**config.mk**
```make
export PLATFORM = sky130hd
export DESIGN_NAME = timer_multi_ch
export DESIGN_NICKNAME = d
export VERILOG_FILES = /design/src/rtl/timer_multi_ch.sv
export SDC_FILE = /design/constraint.sdc
export NUM_CORES = 1
export LEC_CHECK = 0
export CORE_MARGIN = 2
export CORE_UTILIZATION = 45
export DETAILED_ROUTE_END_ITERATION = 7
export GPL_TIMING_DRIVEN = 1
export PLACE_DENSITY_LB_ADDON = 0.25
export SYNTH_ARGS = -nofsm -noshare
export SYNTH_HDL_FRONTEND = slang
export SYNTH_SLANG_ARGS = --single-unit
export TNS_END_PERCENT = 20
```
**constraint.sdc**
```tcl
create_clock -name pclk -period 3.5 [get_ports pclk]
set_input_delay 0.7 -clock pclk [delete_from_list [all_inputs] [get_ports pclk]]
set_output_delay 0.7 -clock pclk [all_outputs]
set_load 0.01 [all_outputs]
```
**src/rtl/timer_multi_ch.sv**
```systemverilog
// NUM_CH-channel programmable up/down timer with APB-style register access.
// Per channel: TDR reload value, TCR control, TSR sticky flags, TIER irq enables, TCNT live count.
module timer_multi_ch #(
  parameter int unsigned NUM_CH = 2,
  parameter int unsigned CNT_W  = 8,
  parameter int unsigned ADDR_W = 8
) (
  input  logic              pclk,
  input  logic              presetn,
  input  logic              psel,
  input  logic              penable,
  input  logic              pwrite,
  input  logic [ADDR_W-1:0] paddr,
  input  logic [CNT_W-1:0]  pwdata,
  output logic [CNT_W-1:0]  prdata,
  output logic              pready,
  output logic              pslverr,
  output logic [NUM_CH-1:0] irq,
  output logic              irq_any
);

  logic [2:0]       w_off;
  logic [31:0]      w_ch;
  logic             w_access;
  logic             w_mapped;
  logic             w_wr;
  logic             w_rd;
  logic [CNT_W-1:0] w_rdata;

  logic [CNT_W-1:0] w_tdr  [NUM_CH];
  logic [CNT_W-1:0] w_cnt  [NUM_CH];
  logic [7:0]       w_tcr  [NUM_CH];
  logic [1:0]       w_tsr  [NUM_CH];
  logic [1:0]       w_tier [NUM_CH];

  assign w_off    = paddr[2:0];
  assign w_ch     = 32'(paddr[ADDR_W-1:3]);
  assign w_access = psel & penable;
  assign w_mapped = (w_ch < NUM_CH) && (w_off <= 3'd4);
  // TCNT is read-only, so a write to it is an error and changes nothing.
  assign w_wr     = w_access & pwrite & w_mapped & (w_off != 3'd4);
  assign w_rd     = w_access & ~pwrite & w_mapped;
  assign pslverr  = w_access & (~w_mapped | (pwrite & (w_off == 3'd4)));
  assign pready   = 1'b1;

  for (genvar c = 0; c < NUM_CH; c++) begin : g_ch
    logic [CNT_W-1:0] r_tdr;
    logic [CNT_W-1:0] r_cnt;
    logic [7:0]       r_tcr;
    logic [1:0]       r_tsr;
    logic [1:0]       r_tier;
    logic [3:0]       r_psc;
    logic             w_sel;
    logic             w_load;
    logic             w_dir;
    logic             w_en;
    logic             w_ar;
    logic             w_tick;
    logic             w_udf;
    logic             w_ovf;
    logic [3:0]       w_mask;
    logic [CNT_W-1:0] w_cnt_d;
    logic [1:0]       w_tsr_d;

    assign w_sel  = w_wr && (w_ch == 32'(c));
    assign w_load = r_tcr[7];
    assign w_dir  = r_tcr[5];
    assign w_en   = r_tcr[4];
    assign w_ar   = r_tcr[3];

    always_comb begin
      w_mask = 4'hF;
      case (r_tcr[1:0])
        2'd0:    w_mask = 4'h1;
        2'd1:    w_mask = 4'h3;
        2'd2:    w_mask = 4'h7;
        default: w_mask = 4'hF;
      endcase
    end

    // Masked compare on a free-running count lets CKS change without a prescaler reset.
    assign w_tick = w_en & ~w_load & ((r_psc & w_mask) == w_mask);
    assign w_udf  = w_tick & w_dir & (r_cnt == '0);
    assign w_ovf  = w_tick & ~w_dir & (r_cnt == '1);

    always_comb begin
      w_cnt_d = r_cnt;
      if (w_load) begin
        w_cnt_d = r_tdr;
      end else if (w_udf || w_ovf) begin
        w_cnt_d = w_ar ? r_tdr : (w_udf ? '1 : '0);
      end else if (w_tick) begin
        w_cnt_d = w_dir ? r_cnt - CNT_W'(1) : r_cnt + CNT_W'(1);
      end
      w_tsr_d = r_tsr;
      if (w_sel && (w_off == 3'd2)) begin
        w_tsr_d = r_tsr & pwdata[1:0];
      end
      // Hardware set is applied last so it beats a same-cycle software clear.
      w_tsr_d = w_tsr_d | {w_udf, w_ovf};
    end

    always_ff @(posedge pclk or negedge presetn) begin
      if (!presetn) begin
        r_tdr  <= '0;
        r_cnt  <= '0;
        r_tcr  <= '0;
        r_tsr  <= '0;
        r_tier <= '0;
        r_psc  <= '0;
      end else begin
        if (w_sel && (w_off == 3'd0)) r_tdr  <= pwdata;
        if (w_sel && (w_off == 3'd1)) r_tcr  <= pwdata[7:0] & 8'hBB;
        if (w_sel && (w_off == 3'd3)) r_tier <= pwdata[1:0];
        r_tsr <= w_tsr_d;
        r_cnt <= w_cnt_d;
        r_psc <= (w_en && !w_load) ? r_psc + 4'd1 : 4'd0;
      end
    end

    assign w_tdr[c]  = r_tdr;
    assign w_cnt[c]  = r_cnt;
    assign w_tcr[c]  = r_tcr;
    assign w_tsr[c]  = r_tsr;
    assign w_tier[c] = r_tier;
    assign irq[c]    = |(r_tsr & r_tier);
  end

  always_comb begin
    w_rdata = '0;
    for (int unsigned c = 0; c < NUM_CH; c++) begin
      if (w_ch == c) begin
        case (w_off)
          3'd0:    w_rdata = w_tdr[c];
          3'd1:    w_rdata = CNT_W'(w_tcr[c]);
          3'd2:    w_rdata = CNT_W'(w_tsr[c]);
          3'd3:    w_rdata = CNT_W'(w_tier[c]);
          3'd4:    w_rdata = w_cnt[c];
          default: w_rdata = '0;
        endcase
      end
    end
  end

  assign prdata  = w_rd ? w_rdata : '0;
  assign irq_any = |irq;

endmodule

```
==> metrics.cfg <==
[timing]
fin_skew_ns = 0.0108
finalHoldViolations = 0
worstMarginPinSlew_ns = 0.998
report.final.slew_viol_count = 0
slew_headroom = 0.332
min_period_ns = 3.36
setup_viol = 0
rsz0062_at_grt = false
fin_crit_sh = 0.960
achievable-frequency_mhz = 298

[die]
rows = 34
ios = 34
core_area_mm2 = 0.00881
initial_core_util = 0.470
die_x_um = 99.9
die-area_mm2 = 0.00998
die_y_um = 99.9

[global_route]
grt_use_total = 0.219
grt_antenna_before_repair = 0
grt_pass1_vias = 3468
grt_pass1_wl_um = 17300
grt_max_degree = 40
grt.overflow.total = 0

[cts]
ctsHtreeMaxLevel = 3
cts_hold_buf = 0
insertion_delay_ns = 0.34
cts_tree = done
cts_sinks = 60
path_clk_slew_ns = 0.07
cts_buffers = 9
cts_buffer_depth = 2
clockRootBuffer = clkbuf_8

[logic_synthesis]
yosysTopAreaCell = dfrtp_1
syn_inst = 431
synthTopCellsByArea = dfrtp_1 36%, mux2_2 11%, ha_1 4.2%
synthesis.nets = 468
synth_flop_cell = dfrtp_1
netlist-cell-type-count = 59
ys_async_sr_fraction = 1.00
syn_area_mm2 = 0.00414
yosysWarningCount = 0
synth_seq_cells = 60
seq_area_frac_synth = 0.363
synth-edff-count = 0
yosysTopAreaCellShare = 0.363
synth_area_per_cell_um2 = 9.60

[placed_design]
placed_area_mm2 = 0.00464
dp_cells = 564
numPortBuffers = 32
place_congestion = 0.927
dp_hpwl_um = 7690

[power_and_ir_drop]
powerDensity_mw_per_mm2 = 305
peakVddDrop_uv = 158
power_frac_clock = 0.409
p_leak_nw = 2.11
intPower_mw = 1.10
switching_power_mw = 0.376
power.share.sequential = 0.488
combPwrFrac = 0.104
netSwitchingFraction = 0.254

[critical_path]
path_buf_inv = 3
path_class = in -> out
endpoint_kind = primary output
start_kind = input port
path_cells = clkdlybuf4s50_1 > nor4_4 > nand3_2 > a211o_4 > buf_4 > nor3b_1 > dlygate4sd2_1
path_max_fanout = 5
cpMaxStageDelayCell = clkdlybuf4s50_1
critPathTopFamily = buffers and inverters
cp_data_required_time_ns = 2.80
arrival_ns = 2.66
critical-path-max-stage-delay_ns = 0.45

[route]
met2_length_um = 4770
antenna_left = 0
routed_wirelength_um = 10300
highest_layer = met4
dr.pass1.iters = 5
vias = 3509
viasPerCell = 6.05
met1_length_um = 4960
drt_iter0_markers = 170
drc = 0
wl_met3_um = 479
wl_per_cell_um = 17.8

[final_layout]
layout.cells.non_filler = 580
fin_nets = 504
area_delta_synth_final_pct = 17.2
n_antenna_cell = 0
fin_util = 0.551
fillers = 804
design_area_mm2 = 0.00485
seq_area_mm2 = 0.00150
drive_gt1_frac = 0.195
multi_input_area_mm2 = 0.00249

[run]
cap_violations = 0

[hold_path]
hp-class = in -> async

[outcome]
status = completed

-- power groups by stage --
stage	Combinational, mW	Sequential (mW)	Clock [mW]
2_1_floorplan	0.0791	0.726	0
3_3_place_gp	0.147	0.733	0
3_5_place_dp	0.152	0.733	0
4_1_cts	0.154	0.720	0.614
5_1_grt	0.169	0.722	0.643
6_report	0.153	0.721	0.604
-- synthesized netlist by cell type, types with 4 or more instances --
cell type,instances
dfrtp_1,60
nand2_1,45
mux2_2,40
a21oi_1,25
nor2_1,25
clkbuf_1,17
inv_1,16
ha_1,14
mux2i_1,14
nor2b_1,12
o21ai_0,10
o221ai_1,10
xor2_1,10
nor3_1,8
a22oi_1,7
o311ai_0,6
a211oi_1,5
a22o_1,5
buf_1,5
nand2b_1,5
nand3_1,5
nor4_1,5
a2111oi_0,4
a31oi_1,4
buf_2,4
mux4_2,4
nand4_1,4
o211ai_1,4
or2_2,4
or3_1,4
-- area by class of cell --
type,count,area share
Clock buffer,11,0.0271
Clock inverter,5,0.0108
Inverter,16,0.0124
Multi-Input combinational cell,328,0.514
Sequential cell,60,0.310
Tap cell,108,0.0279
Timing Repair Buffer,52,0.0980
-- through the flow --
stage	power, mW	worst slack, ns	setup TNS (ns)	hold slack (ns)
finish	1.48	0.141	0	0.466
global placement	0.880	-0.252	-1.03	0.471
global route	1.53	0.00841	0	0.516
floorplan	0.805	0.473	0	0.404
detailed placement	0.885	-0.310	-1.10	0.492
CTS	1.49	0.00346	0	0.493
-- placed cells by master, fill, tap and decap left out, types with 4 or more instances in the layout --
| cell | n |
|---|---|
| dfrtp_1 | 60 |
| nand2_1 | 45 |
| mux2_2 | 40 |
| nor2_1 | 25 |
| a21oi_1 | 25 |
| clkdlybuf4s50_1 | 23 |
| buf_4 | 18 |
| inv_1 | 16 |
| mux2i_1 | 14 |
| ha_1 | 14 |
| nor2b_1 | 12 |
| o21ai_0 | 10 |
| o221ai_1 | 10 |
| xor2_1 | 10 |
| clkbuf_8 | 9 |
| nor3_1 | 8 |
| a22oi_1 | 7 |
| dlygate4sd2_1 | 7 |
| o311ai_0 | 6 |
| a22o_1 | 5 |
| a211oi_1 | 5 |
| nand2b_1 | 5 |
| nor4_1 | 5 |
| nand3_1 | 5 |
| or2_2 | 4 |
| mux4_2 | 4 |
| a31oi_1 | 4 |
| nand4_1 | 4 |
| o211ai_1 | 4 |
| or3_1 | 4 |
-- metal layers --
metal  vias to the layer above  GRT usage
met5                         -          0
met4                         0     0.0632
met3                        11     0.0355
met2                        94      0.352
met1                      1729      0.308
li1                       1675          -
-- path summary, 6_finish.rpt --
kind	from	to	slack [ns]	depth (start not counted)
worst max-delay path	paddr[6]	prdata[2]	0.14	7
worst min-delay path	presetn	g_ch[0].r_tsr[0]	0.47	1
worst max register to register	g_ch[0].r_tcr[7]	g_ch[0].r_cnt[7]	0.95	5
worst min register to register	g_ch[1].r_psc[0]	g_ch[1].r_psc[0]	0.50	1
max in group asynchronous	presetn	g_ch[1].r_cnt[2]	2.32	2
min in group pclk	g_ch[1].r_psc[0]	g_ch[1].r_psc[0]	0.50	1
-- registers in the layout, indices dropped and copies added (netlist names) --
name	flops
g_ch.r_tsr	4
g_ch.r_cnt	16
g_ch.r_tier	4
g_ch.r_tdr	16
g_ch.r_tcr	12
g_ch.r_psc	8
-- cell families (layout without fill, tap and decap cells) --
group | count (synthesis) | after routing | synth area share
XOR/XNOR | 13 | 13 | 0.0275
flip-flops | 60 | 60 | 0.363
adder cells (fa/ha/maj) | 16 | 16 | 0.0520
multiplexers | 58 | 58 | 0.164
AO/OA/AOI/OAI | 101 | 101 | 0.172
buffers and inverters | 43 | 84 | 0.0411
other | 1 | 1 | 0.000906
AND/OR/NAND/NOR | 139 | 139 | 0.179
-- repair_timing --
action	4_1_cts	5_1_grt
resized for setup	15	1
buffers inserted	0	0
setup endpoints to repair	7	1
No activity file was read; power rests on OpenSTA's default activity.
